## config.mk

```make
export PLATFORM = sky130hd
export DESIGN_NAME = uart_tx_gen
export DESIGN_NICKNAME = d
export VERILOG_FILES = /design/src/rtl/uart_pkg.sv /design/src/rtl/uart_baud_gen.sv /design/src/rtl/uart_tx_gen.sv
export SDC_FILE = /design/constraint.sdc
export NUM_CORES = 1
export LEC_CHECK = 0
export CORE_MARGIN = 3
export CORE_UTILIZATION = 45
export CTS_CLUSTER_DIAMETER = 40
export DETAILED_ROUTE_END_ITERATION = 8
export PLACE_DENSITY = 0.63
export SLEW_MARGIN = 20
export SYNTH_ARGS = -nofsm -noshare
export SYNTH_HDL_FRONTEND = slang
export SYNTH_SLANG_ARGS = --single-unit
```

## constraint.sdc

```tcl
create_clock -name clk -period 4.6 [get_ports clk]
set_clock_uncertainty 0.05 [all_clocks]
set_input_delay 0.92 -clock clk [delete_from_list [all_inputs] [get_ports clk]]
set_output_delay 0.92 -clock clk [all_outputs]
set_load 0.005 [all_outputs]
```

## src/rtl/uart_pkg.sv

```systemverilog
// Shared UART definitions: FSM state encoding and the baud divisor helper.
// Optional macro UART_TX_PARITY_EN adds the PARITY state to the encoding.
package uart_pkg;

   // Frame sequencer states; PARITY exists only when parity is compiled in.
   typedef enum logic [2:0] {
      IDLE   = 3'd0,
      START  = 3'd1,
      DATA   = 3'd2,
`ifdef UART_TX_PARITY_EN
      PARITY = 3'd3,
`endif
      STOP   = 3'd4
   } uart_state_e;

   // Clock cycles per bit (integer division, remainder discarded).
   function automatic int baud_div(input int clk_freq, input int baud);
      return clk_freq / baud;
   endfunction

endpackage

```

## src/rtl/uart_baud_gen.sv

```systemverilog
// Per-bit tick counter: counts 0..DIV-1 while enabled and pulses tick_o on
// the last count of each bit period. clear_i restarts the count from zero.
module uart_baud_gen #(
   parameter int DIV = 434
) (
   input  logic clk,
   input  logic rst_n,
   input  logic clear_i,
   input  logic en_i,
   output logic tick_o
);

   localparam int CNT_W = (DIV > 1) ? $clog2(DIV) : 1;
   localparam logic [CNT_W-1:0] LAST = CNT_W'(DIV - 1);

   logic [CNT_W-1:0] cnt_q, cnt_d;

   // Next count: clear wins, otherwise wrap at the end of each bit period.
   always_comb begin
      cnt_d = cnt_q;
      if (clear_i) begin
         cnt_d = '0;
      end else if (en_i) begin
         cnt_d = (cnt_q == LAST) ? '0 : cnt_q + CNT_W'(1);
      end
   end

   // Count register, zeroed by reset.
   always_ff @(posedge clk or negedge rst_n) begin
      if (!rst_n) begin
         cnt_q <= '0;
      end else begin
         cnt_q <= cnt_d;
      end
   end

   assign tick_o = en_i && !clear_i && (cnt_q == LAST);

endmodule

```

## src/rtl/uart_tx_gen.sv

```systemverilog
// UART transmitter: start bit, DATA_W data bits LSB first, optional parity,
// STOP_BITS stop bits. Define UART_TX_PARITY_EN to include the parity bit.
module uart_tx_gen
   import uart_pkg::*;
#(
   parameter int CLK_FREQ   = 50_000_000,
   parameter int BAUD       = 115200,
   parameter int DATA_W     = 8,
   parameter int STOP_BITS  = 1,
   parameter int PARITY_ODD = 0
) (
   input  logic              clk,
   input  logic              rst_n,
   input  logic              start,
   input  logic [DATA_W-1:0] data,
   output logic              rs232_tx,
   output logic              busy,
   output logic              done
);

   localparam int BAUD_DIV = baud_div(CLK_FREQ, BAUD);
   localparam logic [3:0] LAST_BIT = 4'(DATA_W - 1);
   localparam logic STOP_LAST = 1'(STOP_BITS - 1);

   uart_state_e       state_q, state_d;
   logic              tx_q, tx_d;
   logic              busy_q, busy_d;
   logic              done_q, done_d;
   logic [DATA_W-1:0] shift_q, shift_d;
   logic [3:0]        bit_cnt_q, bit_cnt_d;
   logic              stop_cnt_q, stop_cnt_d;
   logic              accept;
   logic              tick;
`ifdef UART_TX_PARITY_EN
   logic              par_q, par_d;
`endif

   uart_baud_gen #(
      .DIV(BAUD_DIV)
   ) u_baud (
      .clk    (clk),
      .rst_n  (rst_n),
      .clear_i(accept),
      .en_i   (busy_q),
      .tick_o (tick)
   );

   // Frame sequencing: advance one bit per baud tick, drive the next line level.
   always_comb begin
      state_d    = state_q;
      tx_d       = tx_q;
      busy_d     = busy_q;
      done_d     = 1'b0;
      shift_d    = shift_q;
      bit_cnt_d  = bit_cnt_q;
      stop_cnt_d = stop_cnt_q;
      accept     = 1'b0;
`ifdef UART_TX_PARITY_EN
      par_d      = par_q;
`endif
      case (state_q)
         IDLE: begin
            // Also covers the done cycle, so frames can run back to back.
            if (start) begin
               accept     = 1'b1;
               state_d    = START;
               tx_d       = 1'b0;
               busy_d     = 1'b1;
               shift_d    = data;
               bit_cnt_d  = '0;
               stop_cnt_d = 1'b0;
`ifdef UART_TX_PARITY_EN
               par_d      = (^data) ^ 1'(PARITY_ODD);
`endif
            end
         end
         START: begin
            if (tick) begin
               state_d = DATA;
               tx_d    = shift_q[0];
            end
         end
         DATA: begin
            if (tick) begin
               if (bit_cnt_q == LAST_BIT) begin
                  bit_cnt_d = '0;
`ifdef UART_TX_PARITY_EN
                  state_d   = PARITY;
                  tx_d      = par_q;
`else
                  state_d   = STOP;
                  tx_d      = 1'b1;
`endif
               end else begin
                  bit_cnt_d = bit_cnt_q + 4'd1;
                  shift_d   = shift_q >> 1;
                  tx_d      = shift_q[1];
               end
            end
         end
`ifdef UART_TX_PARITY_EN
         PARITY: begin
            if (tick) begin
               state_d = STOP;
               tx_d    = 1'b1;
            end
         end
`endif
         STOP: begin
            if (tick) begin
               if (stop_cnt_q == STOP_LAST) begin
                  state_d    = IDLE;
                  tx_d       = 1'b1;
                  busy_d     = 1'b0;
                  done_d     = 1'b1;
                  stop_cnt_d = 1'b0;
               end else begin
                  stop_cnt_d = stop_cnt_q + 1'b1;
               end
            end
         end
         default: begin
            state_d = IDLE;
            tx_d    = 1'b1;
            busy_d  = 1'b0;
         end
      endcase
   end

   // State and output registers; reset aborts any frame and idles the line high.
   always_ff @(posedge clk or negedge rst_n) begin
      if (!rst_n) begin
         state_q    <= IDLE;
         tx_q       <= 1'b1;
         busy_q     <= 1'b0;
         done_q     <= 1'b0;
         shift_q    <= '0;
         bit_cnt_q  <= '0;
         stop_cnt_q <= 1'b0;
`ifdef UART_TX_PARITY_EN
         par_q      <= 1'b0;
`endif
      end else begin
         state_q    <= state_d;
         tx_q       <= tx_d;
         busy_q     <= busy_d;
         done_q     <= done_d;
         shift_q    <= shift_d;
         bit_cnt_q  <= bit_cnt_d;
         stop_cnt_q <= stop_cnt_d;
`ifdef UART_TX_PARITY_EN
         par_q      <= par_d;
`endif
      end
   end

   assign rs232_tx = tx_q;
   assign busy     = busy_q;
   assign done     = done_q;

endmodule

```

==> report_table.html <==
<table>
<tr><th>Metric</th><th>Value</th></tr>
<tr><th colspan="2">STA</th></tr>
<tr><td>Total of endpoints with negative setup slack in the final report</td><td>0</td></tr>
<tr><td>Period utilization</td><td>between 50% and 60%</td></tr>
<tr><td>Setup repair after global routing missed its margin</td><td>false</td></tr>
<tr><td>Headroom to the max-slew limit</td><td>50.6%</td></tr>
<tr><td>Number of pins exceeding their max-slew limit in the final report</td><td>0</td></tr>
<tr><td>Total Neg Setup Slack</td><td>0 ns</td></tr>
<tr><td>Final Critical Period</td><td>2.45 ns</td></tr>
<tr><td>Slew at the pin with the worst max-slew slack</td><td>approximately 0.74 ns</td></tr>
<tr><td>Final Hold Viols</td><td>0</td></tr>
<tr><td>Maximum clock rate</td><td>408 MHz</td></tr>
<tr><th colspan="2">Power</th></tr>
<tr><td>Part of the power in combinational logic</td><td>22.0%</td></tr>
<tr><td>Clock network power share</td><td>a little under a fifth</td></tr>
<tr><td>P_int</td><td>0.000399 W</td></tr>
<tr><td>PwrDens</td><td>around 360 nW/µm²</td></tr>
<tr><td>Lkg Pwr</td><td>0.683 nW</td></tr>
<tr><td>Fraction of power spent switching nets</td><td>between 30% and 40%</td></tr>
<tr><td>Largest voltage drop on the vdd net</td><td>~0.19 mV</td></tr>
<tr><td>Power share of the sequential group</td><td>about three fifths</td></tr>
<tr><td>Switching power</td><td>0.000190 W</td></tr>
<tr><th colspan="2">Min path</th></tr>
<tr><td>Type of the worst min-delay path</td><td>flip-flop to flip-flop</td></tr>
<tr><td>Launch instance of the worst min-delay path</td><td>shift_q[2]$_DFFE_PN0P_</td></tr>
<tr><th colspan="2">Clock tree</th></tr>
<tr><td>Clock latency on the worst-skew pair</td><td>0.33 ns</td></tr>
<tr><td>Sinks on Clock Net</td><td>27</td></tr>
<tr><td>Clock root buffer</td><td>sky130_fd_sc_hd__clkbuf_4</td></tr>
<tr><td>CTS buffer count</td><td>3</td></tr>
<tr><td>Clock-pin slew reported for the worst setup and hold paths after clock tree synthesis</td><td>0.15 ns</td></tr>
<tr><td>Setup bufs post-CTS</td><td>0</td></tr>
<tr><td>Number of cells upsized or downsized after cts</td><td>0</td></tr>
<tr><td>Bufs on Longest Clock Path</td><td>2</td></tr>
<tr><td>Count of hold-fix buffers inserted at cts</td><td>0</td></tr>
<tr><td>Maximum level of the CTS H-tree</td><td>1</td></tr>
<tr><td>CTS tree</td><td>built</td></tr>
<tr><th colspan="2">GRT</th></tr>
<tr><td>Largest net degree at the start of global routing</td><td>26</td></tr>
<tr><td>First-pass GRT wire length</td><td>5460 µm</td></tr>
<tr><td>Total congestion overflow after global routing</td><td>0</td></tr>
<tr><td>Number of antenna violations at the first check in global routing</td><td>0</td></tr>
<tr><td>Vias in the first global route</td><td>1,136</td></tr>
<tr><td>Global-route total usage across every layer</td><td>17.1%</td></tr>
<tr><th colspan="2">Setup path</th></tr>
<tr><td>Worst-path maximum fanout</td><td>13</td></tr>
<tr><td>FF-to-FF Start</td><td>state_q[0]$_DFFE_PN0P_</td></tr>
<tr><td>Category of the worst setup path capture point</td><td>flip-flop</td></tr>
<tr><td>Nature of the critical path startpoint</td><td>primary input</td></tr>
<tr><td>Crit Path Class</td><td>primary input to flip-flop</td></tr>
<tr><td>Data required time of the worst path</td><td>4.77 ns</td></tr>
<tr><td>Worst EP arrival</td><td>2.62 ns</td></tr>
<tr><td>Critical path launch point</td><td>start</td></tr>
<tr><th colspan="2">Logic synthesis</th></tr>
<tr><td>Mean cell area of the mapped netlist</td><td>10.6 µm²</td></tr>
<tr><td>Number of synthesis warnings</td><td>0</td></tr>
<tr><td>Flip-flop and latch count after synthesis</td><td>27</td></tr>
<tr><td>Area share of the largest cell type after synthesis</td><td>44.0%</td></tr>
<tr><td>Syn Std Cell Area</td><td>1480 µm²</td></tr>
<tr><td>Syn nets</td><td>about 150</td></tr>
<tr><td>Post-synth top area cell</td><td>sky130_fd_sc_hd__dfrtp_1</td></tr>
<tr><td>Number of library cell types mapped by synthesis</td><td>49</td></tr>
<tr><td>Top area cells in the synthesized netlist</td><td>sky130_fd_sc_hd__dfrtp_1 44%, sky130_fd_sc_hd__o2bb2ai_1 4.1%, sky130_fd_sc_hd__a22oi_1 3.6%, sky130_fd_sc_hd__o21ai_0 3.4%, sky130_fd_sc_hd__nand3_1 2.7%</td></tr>
<tr><td>Post-synthesis sequential area ratio</td><td>45.7%</td></tr>
<tr><td>Number of instances in the synthesized netlist</td><td>140</td></tr>
<tr><th colspan="2">Floorplan</th></tr>
<tr><td>Core box area</td><td>3100 µm²</td></tr>
<tr><td>Total die area</td><td>4010 µm²</td></tr>
<tr><td>I/O pin count</td><td>14</td></tr>
<tr><td>Starting density of the core</td><td>47.7%</td></tr>
<tr><td>Vertical die dimension</td><td>63.4 µm</td></tr>
<tr><td>FP Rows</td><td>20</td></tr>
<tr><td>Floorplan die width</td><td>63.4 µm</td></tr>
<tr><th colspan="2">Cells and area</th></tr>
<tr><td>Number of antenna diodes</td><td>0</td></tr>
<tr><td>Layout filler cell count</td><td>295</td></tr>
<tr><td>Proportion of layout cells with a drive suffix above 1</td><td>13.2%</td></tr>
<tr><td>Leading cell type in the layout, fill and taps excluded</td><td>sky130_fd_sc_hd__dfrtp_1</td></tr>
<tr><td>Area growth from synthesis to layout</td><td>11.5%</td></tr>
<tr><td>Leading cell types in the layout, fill and taps excluded</td><td>26 x sky130_fd_sc_hd__dfrtp_1, 12 x sky130_fd_sc_hd__clkdlybuf4s50_1, 10 x sky130_fd_sc_hd__nand2_1, 10 x sky130_fd_sc_hd__o21ai_0, 8 x sky130_fd_sc_hd__nand3_1</td></tr>
<tr><td>Final design area excluding fillers</td><td>1650 µm²</td></tr>
<tr><td># nets final</td><td>166</td></tr>
<tr><td>Final Instance Count excl. Fillers</td><td>195</td></tr>
<tr><th colspan="2">Run</th></tr>
<tr><td>Max capacitance violation total</td><td>0</td></tr>
<tr><th colspan="2">Drt</th></tr>
<tr><td>DRC violation total after the first TritonRoute iteration</td><td>88</td></tr>
<tr><td>Total detailed-routing wirelength</td><td>~3100 µm</td></tr>
<tr><td>Routed length per placed instance</td><td>~16 µm</td></tr>
<tr><td>Via/cell ratio</td><td>5.98</td></tr>
<tr><td>Number of iterations in the first detailed-routing pass</td><td>4</td></tr>
<tr><td>Overall via count from detail_route</td><td>approximately 1,200</td></tr>
<tr><td>DRC violations left</td><td>0</td></tr>
<tr><td>Remaining antenna violation count</td><td>0</td></tr>
<tr><th colspan="2">Place</th></tr>
<tr><td>Routability-driven placement congestion ratio</td><td>0.875</td></tr>
<tr><td>Buffers added on ports</td><td>13</td></tr>
<tr><td>Placed Area</td><td>1620 µm²</td></tr>
<tr><td>Placed wire-length estimate after detailed placement</td><td>2120 µm</td></tr>
<tr><td>Post-Place Cells</td><td>between 150 and 200</td></tr>
<tr><th colspan="2">Outcome</th></tr>
<tr><td>Run status</td><td>complete, no violations</td></tr>
</table>
-- logic make-up after synthesis --
logic type	count (synthesis)	share of synthesized area, %
AO/OA/AOI/OAI	49	24.3
XOR/XNOR	2	1.18
adder cells (fa/ha/maj)	3	2.54
buffers and inverters	12	4.82
flip-flops	27	45.7
multiplexers	2	1.44
AND/OR/NAND/NOR	45	20.0
-- flip-flops by register name, summed over array words and instances (netlist names) --
| signal | count |
|---|---|
| done | 1 |
| busy | 1 |
| bit_cnt_q | 4 |
| shift_q | 8 |
| state_q | 3 |
| u_baud.cnt_q | 9 |
| rs232_tx | 1 |
-- Yosys cell counts, drive strengths merged --
library cell  count
or2               1
o41ai             1
nand2            10
a211oi            1
a41o              2
dfrtp            26
nor4              2
buf               5
o2bb2ai           7
mux2              1
and4              3
a41oi             3
a211o             1
and3              4
a22o              3
and3b             1
ha                3
nor2              4
or3               1
xnor2             1
a32o              1
xor2              1
dfstp             1
nor3b             3
or4b              1
clkbuf            2
a22oi             7
nand3             8
or3b              1
nor2b             1
a21oi             5
nand4             2
inv               5
o22ai             2
mux2i             1
nor3              1
nor4b             2
a31o              1
o21ai            11
a31oi             4
-- power groups by stage --
stage	combinational, W	clock, W	sequential (W)
after CTS	0.000132	0.000109	0.000352
after floorplan	0.0000940	0	0.000342
after detailed placement	0.000132	0	0.000357
final	0.000130	0.000106	0.000353
after global routing	0.000149	0.000120	0.000364
after global placement	0.000128	0	0.000355
-- final timing paths --
kind	endpoint	slack [ns]	cells after the start
max in group asynchronous	bit_cnt_q[2]$_DFFE_PN0P_	3.54	2
max	u_baud.cnt_q[7]$_DFFE_PN0P_	2.15	5
min	shift_q[2]$_DFFE_PN0P_	0.46	1
min reg2reg	shift_q[2]$_DFFE_PN0P_	0.46	1
min in group asynchronous	u_baud.cnt_q[7]$_DFFE_PN0P_	0.50	1
max reg2reg	shift_q[7]$_DFFE_PN0P_	2.48	4
-- layer usage --
layer	vias to the layer above	part of all wire (%)	GRT usage, %
li1	566	-	-
met1	570	49	25.5
met2	28	46	24.4
met3	3	4.1	3.21
met4	0	1.2	6.74
met5	-	0	0
-- area by class of cell --
type                            instances  area [µm²]  area share [%]
Tap cell                               44        55.1            3.34
Timing Repair Buffer                   14         133            8.04
Inverter                                5        18.8            1.14
Sequential cell                        27         677            41.0
Clock buffer                            4        26.3            1.59
Multi-Input combinational cell        101         741            44.9
-- critical path, cell delays in order --
cell and delay [ns]:
sky130_fd_sc_hd__clkdlybuf4s50_1 0.49, sky130_fd_sc_hd__nor4b_4 0.63, sky130_fd_sc_hd__a211oi_2 0.23, sky130_fd_sc_hd__a41oi_1 0.28
sky130_fd_sc_hd__a31oi_1 0.07
-- stage by stage --
step	util [%]	hold slack [ns]	power, W	setup slack, ns
after floorplan	-	0.406	0.000436	2.62
after global placement	52.2	0.425	0.000483	1.56
after detailed placement	52.2	0.431	0.000489	1.44
after CTS	53.1	0.466	0.000593	1.80
after global routing	53.2	0.490	0.000633	1.98
final	53.2	0.462	0.000589	2.15
(Power assumes the default switching activity.)
==> patch 1: new RTL, config.mk and constraints unchanged <==
Reset style: synchronous (`rst_n`), changed in 2 clocked blocks.
--- a/src/rtl/uart_baud_gen.sv
+++ b/src/rtl/uart_baud_gen.sv
@@ -27,5 +27,5 @@
 
    // Count register, zeroed by reset.
-   always_ff @(posedge clk or negedge rst_n) begin
+   always_ff @(posedge clk) begin
       if (!rst_n) begin
          cnt_q <= '0;
--- a/src/rtl/uart_tx_gen.sv
+++ b/src/rtl/uart_tx_gen.sv
@@ -129,5 +129,5 @@
 
    // State and output registers; reset aborts any frame and idles the line high.
-   always_ff @(posedge clk or negedge rst_n) begin
+   always_ff @(posedge clk) begin
       if (!rst_n) begin
          state_q    <= IDLE;
Behaviour: differs if rst_n is asserted again (counterexample within 4 cycles, from zero or initial values and one cycle with rst_n low); with rst_n held inactive, the same outputs for 10 cycles.
==> patch 1 against the unedited design <==
  * Die area fell by 4.5%
  * Synthesized area fell by 5.0%
  * First-iteration DRC count fell by 11%
  * Hold slack got worse by 0.043 ns
  * Maximum frequency fell by 4.0%
  * Wire length fell by 14%
  * Sequential cell count did not move
  * Largest cell class unchanged
  * Worst setup slack got worse by 0.10 ns
  * Sequential share of layout area fell by 6.1 points
  * Final area fell by 6.1%
  * Via count fell by 3.4%
Power is not compared: it rests on default switching activity, and its combinational part moved more than twofold at a synthesized area within 25%.
==> patch 1: results (changes against the unedited design) <==
logic_synthesis:
  avgSynthCellArea_um2: 8.42  # was 10.6 um2
  synth_fp_nets: 181  # was 154
  synthDistinctLibCells: 37  # was 49
  seq_area_frac_synth_pct: 38.4  # was 45.7%
  synth.area.top_cells: "dfxtp_1, mux2i_1, mux2_2, nand2_1, nor2_1"  # was dfrtp_1, o2bb2ai_1, a22oi_1, o21ai_0, nand3_1
  synth-xor-area-share_pct: 5.60  # was 1.18%
  synth_compound_area_share_pct: 9.88  # was 24.3%
  synth_fa_ha_area_share_pct: 2.67  # was 2.54%
  synthArstFlopShare_pct: 0  # was 100%
  muxShareOfSynthArea_pct: 11.3  # was 1.44%
  yosys-top-cells-count: "dfxtp_1, nand2_1, nor2_1, clkbuf_1"  # was dfrtp_1, nand2_1, o21ai_0, nand3_1
  yosysWarnings: 0  # unchanged
layout:
  nets: 186  # was 166
  reg.largest.list: "u_baud.cnt_q x9, shift_q x8, bit_cnt_q x4"  # unchanged
  diodes: 0  # unchanged
  stdcell_count: 213  # was 195
  drive_gt1_share_pct: 5.85  # was 13.2%
route:
  drt_pass1_iterations: 4  # unchanged
  vias_per_cell: 5.29  # was 5.98
  wl_per_cell_um: 12.5  # was 16.0 um
  drtIter0Drc: 78  # was 88
place:
  pre_cts_slack_ns: 1.75  # was 1.44 ns
  placed_area_um2: 1520  # was 1620 um2
  port_buffers: 13  # unchanged
  finalWeightedCongestion: 0.793  # was 0.875
  hpwl_um: 1890  # was 2120 um
power:
  ir_worst_vdd_uv: 125
  seq_power_uw: 250
  power_frac_comb_pct: 10.6
  p_sw_share_pct: 24.8
  p_leak_uw: 0.000568
timing:
  slew_headroom_pct: 39.6  # was 50.6%
clocking:
  cts-resized-gates: 0  # unchanged
  clock_latency_ns: 0.33  # about the same
  clk_pin_slew_worst_paths_ns: 0.15  # about the same
  htreeDepth: 1  # unchanged
  numCtsBuffers: 3  # unchanged
  root_buffer: "clkbuf_4"  # unchanged
  cts_setup_buffers: 0  # unchanged
  cts.path.max_buffers: 2  # unchanged
outcome:
  status: "completed"  # unchanged
global_route:
  grt_pass1_wl_um: 4750  # was 5460 um
  antenna_found_initial: 0  # unchanged
  grt_pass1_vias: 1073  # was 1136
  track_usage_pct: 16.1  # was 17.1%
  grt_max_degree: 30  # was 26
critical_path:
  cp_max_fo: 12  # was 13
  arrival_ns: 2.74  # was 2.62 ns
hold_path:
  hp-class: "reg2reg"  # unchanged
## patch 1: cell types whose count changed in the layout (fill, tap and decap cells not counted), moves of 5 or more
cell       before  now
nand2_1        10   21
dfxtp_1         0   27
dfrtp_1        26    0
mux2_2          1    7
a22oi_1         7    0
mux2i_1         1    8
o21ai_0        10    5
nor2_1          4   17
o2bb2ai_1       7    0
## patch 1: cell type report
type                            count  area, um2
Fill cell                         272       1330
Inverter                            4       15.0
Sequential cell                    27        541
Timing Repair Buffer               13        130
Clock buffer                        4       26.3
Multi-Input combinational cell    123        785
Tap cell                           42       52.6
## patch 1: worst paths after layout
| path | start | endpoint | slack, ns | cells after the start |
|---|---|---|---|---|
| min reg2reg | shift_q[0] | shift_q[0] | 0.42 | 2 |
| min | shift_q[0] | shift_q[0] | 0.42 | 2 |
| max reg2reg | state_q[1] | shift_q[7] | 2.05 | 4 |
| max | state_q[1] | shift_q[7] | 2.05 | 4 |
## patch 1: cells by family after synthesis
group	count (synthesis)
AO/OA/AOI/OAI	23
XOR/XNOR	9
adder cells (fa/ha/maj)	3
buffers and inverters	17
flip-flops	27
multiplexers	15
AND/OR/NAND/NOR	73
## patch 1: routing by layer
metal | up-vias | global-route usage [%] | part of all wire [%]
li1 | 588 | - | -
met1 | 520 | 22.5 | 50
met2 | 14 | 25.1 | 45
met3 | 5 | 3.10 | 3.6
met4 | 0 | 4.55 | 1.3
met5 | - | 0 | 0
## patch 1: worst max-delay path: stages (launching register included)
cell and delay [ns]:
dfxtp_1 0.58, or3b_1 0.59, or4_1 0.60, a21o_1 0.37, a31o_1 0.27
## patch 1: through the flow
stage               total power, uW  hold WS (ns)
finish                          398         0.419
global route                    418         0.442
CTS                             399         0.422
detailed placement              298         0.402
global placement                296         0.395
floorplan                       281         0.386
==> patch 2: new RTL, same settings <==
Made on the original files. `BAUD`: 115200 -> 230400.
--- a/src/rtl/uart_tx_gen.sv
+++ b/src/rtl/uart_tx_gen.sv
@@ -5,5 +5,5 @@
 #(
    parameter int CLK_FREQ   = 50_000_000,
-   parameter int BAUD       = 115200,
+   parameter int BAUD       = 230400,
    parameter int DATA_W     = 8,
    parameter int STOP_BITS  = 1,
Check against the original RTL: no difference found for any inputs over 10 cycles, from zero or initial values and one cycle with rst_n low; that may be too few to reach the edited logic, so the function may still have changed.
==> patch 2 against the unedited design <==
  * Sequential cell count decreased by 1
  * Synthesized area decreased by 3.5%
  * Wire length decreased by 12%
  * Final area decreased by 0.99%
  * First-iteration DRC count decreased by 14%
  * Register-to-register slack got worse by 0.37 ns
  * Via count decreased by 6.0%
  * Power increased by 18%
  * Synthesized cell count decreased by 4.3%
  * Worst setup slack got worse by 0.042 ns
  * Hold slack got worse by 0.0040 ns
  * Sequential power increased by 2%
  * Sequential share of layout area decreased by 1.1 points
  * Critical path type is now reg2reg
  * Critical endpoint is now bit_cnt_q[1]
==> patch 2: results (changes against the unedited design) <==
logic_synthesis:
  synth_fa_ha_area_share_pct: 2.63  # was 2.54%
  synthCells: 134  # was 140
  synthDistinctLibCells: 47  # was 49
  synth_compound_area_share_pct: 24.4  # was 24.3%
  synthArstFlopShare_pct: 100  # unchanged
  muxShareOfSynthArea_pct: 2.54  # was 1.44%
  yosys-top-cells-count: "dfrtp_1, o21ai_0, nand2_1, o2bb2ai_1"  # was dfrtp_1, nand2_1, o21ai_0, nand3_1
  synth_fp_nets: 148  # was 154
  yosysWarnings: 0  # unchanged
  synth-xor-area-share_pct: 1.23  # was 1.18%
  synth.area.top_cells: "dfrtp_1, o2bb2ai_1, a22oi_1, o21ai_0, ha_1"  # was dfrtp_1, o2bb2ai_1, a22oi_1, o21ai_0, nand3_1
  seq_area_frac_synth_pct: 45.6  # was 45.7%
route:
  vias_per_cell: 5.84  # was 5.98
  drtIter0Drc: 76  # was 88
  finalWirelength_um: 2750  # was 3120 um
place:
  hpwl_um: 1950  # was 2120 um
  port_buffers: 13  # unchanged
  placed_area_um2: 1580  # was 1620 um2
  place_inst: 184  # was 191
  finalWeightedCongestion: 0.846  # was 0.875
outcome:
  status: "completed"  # unchanged
critical_path:
  critPathMaxStageDelay_ns: 0.65  # was 0.63 ns
  reg2reg_from: "state_q[1]"  # was state_q[0]
  arrival_ns: 2.66  # was 2.62 ns
  cp_slowest_cell: "or3b_1"  # was nor4b_4
  cp_max_fo: 16  # was 13
  r2r-end: "bit_cnt_q[1]"  # was shift_q[7]
  r2r_slack_ns: 2.11  # was 2.48 ns
clocking:
  clock_latency_ns: 0.32
  cts-resized-gates: 0  # unchanged
global_route:
  grt_pass1_wl_um: 4990  # was 5460 um
  grt_max_degree: 27  # was 26
  antenna_found_initial: 0  # unchanged
  track_usage_pct: 15.8  # was 17.1%
  grt_pass1_vias: 1058  # was 1136
layout:
  nets: 161  # was 166
  drive_gt1_share_pct: 10.3  # was 13.2%
  nFillCells: 275  # was 295
  stdcell_count: 188  # was 195
  reg.largest.list: "shift_q x8, u_baud.cnt_q x8, bit_cnt_q x4"  # was u_baud.cnt_q x9, shift_q x8, bit_cnt_q x4
timing:
  slew_headroom_pct: 58.9  # was 50.6%
hold_path:
  hp-start: "shift_q[6]"  # was shift_q[2]
  holdPathStages: 1  # unchanged
  holdPathEnd: "shift_q[6]"  # was shift_q[2]
power:
  p_leak_uw: 0.000684  # was 0.000683 uW
  p_per_area_nw_per_um2: 425  # was 357 nW/um2
  ir_worst_vdd_uv: 237  # was 193 uV
## patch 2: cell count changes after synthesis, sizes merged, moves of 2 or more
cell / before / now
nand3: 8 / 4
a41o: 2 / 0
and4: 3 / 0
nor2: 4 / 7
nor3b: 3 / 1
a21o: 0 / 2
a41oi: 3 / 1
nor3: 1 / 3
## patch 2: cells by family (layout without fill, tap and decap cells)
kind of cell | after synthesis | count (layout)
compound gates | 48 | 48
buf+inv | 11 | 23
xor+xnor | 2 | 2
simple gates | 41 | 41
flops | 26 | 26
mux | 3 | 3
fa+ha+maj | 3 | 3
## patch 2: area by class of cell
type,instances,area share [%]
inverters,5,1.15
flip-flops and latches,26,39.9
clock inverters,1,1.84
clock buffers,3,1.38
repair buffers,14,8.42
multi-input cells,97,44.1
well taps,42,3.22
## patch 2: per-layer routing
layer  global-route usage, %  vias up  wire length (um)  part of all wire [%]
li1                        -      540                 -                     -
met1                    23.3      540              1420                    52
met2                    23.8       15              1230                    45
met3                    2.34        2                77                   2.8
met4                    4.96        0                19                  0.69
met5                       0        -                 0                     0
## patch 2: per-stage QoR
step	worst slack, ns	hold WS, ns	power (uW)
after detailed placement	1.86	0.434	544
after CTS	2.11	0.466	702
after global routing	1.92	0.489	748
after global placement	1.92	0.423	539
after floorplan	2.56	0.406	480
final	2.11	0.458	695
## patch 2: worst register-to-register path: cells and delay by family (launching register included)
| kind | cells | cell delay (ns) |
|---|---|---|
| muxes | 1 | 0.32 |
| and+or+nand+nor | 3 | 1.43 |
| DFF | 1 | 0.59 |
## patch 2: how the worst max path moves through the flow
stage	to	from	slack, ns
6_report	bit_cnt_q[1]	state_q[1]	2.11
5_1_grt	bit_cnt_q[1]	state_q[1]	1.92
4_1_cts	bit_cnt_q[1]	state_q[1]	2.11
3_5_place_dp	bit_cnt_q[1]	start	1.86
3_3_place_gp	bit_cnt_q[1]	start	1.92
2_1_floorplan	bit_cnt_q[1]	start	2.56
## patch 2: where the power goes
part	leakage (uW)	switching [uW]	internal [uW]
clock network	0.0000279	68.3	88.0
logic	0.000325	79.1	100
registers	0.000332	63.5	295
total	0.000684	211	484
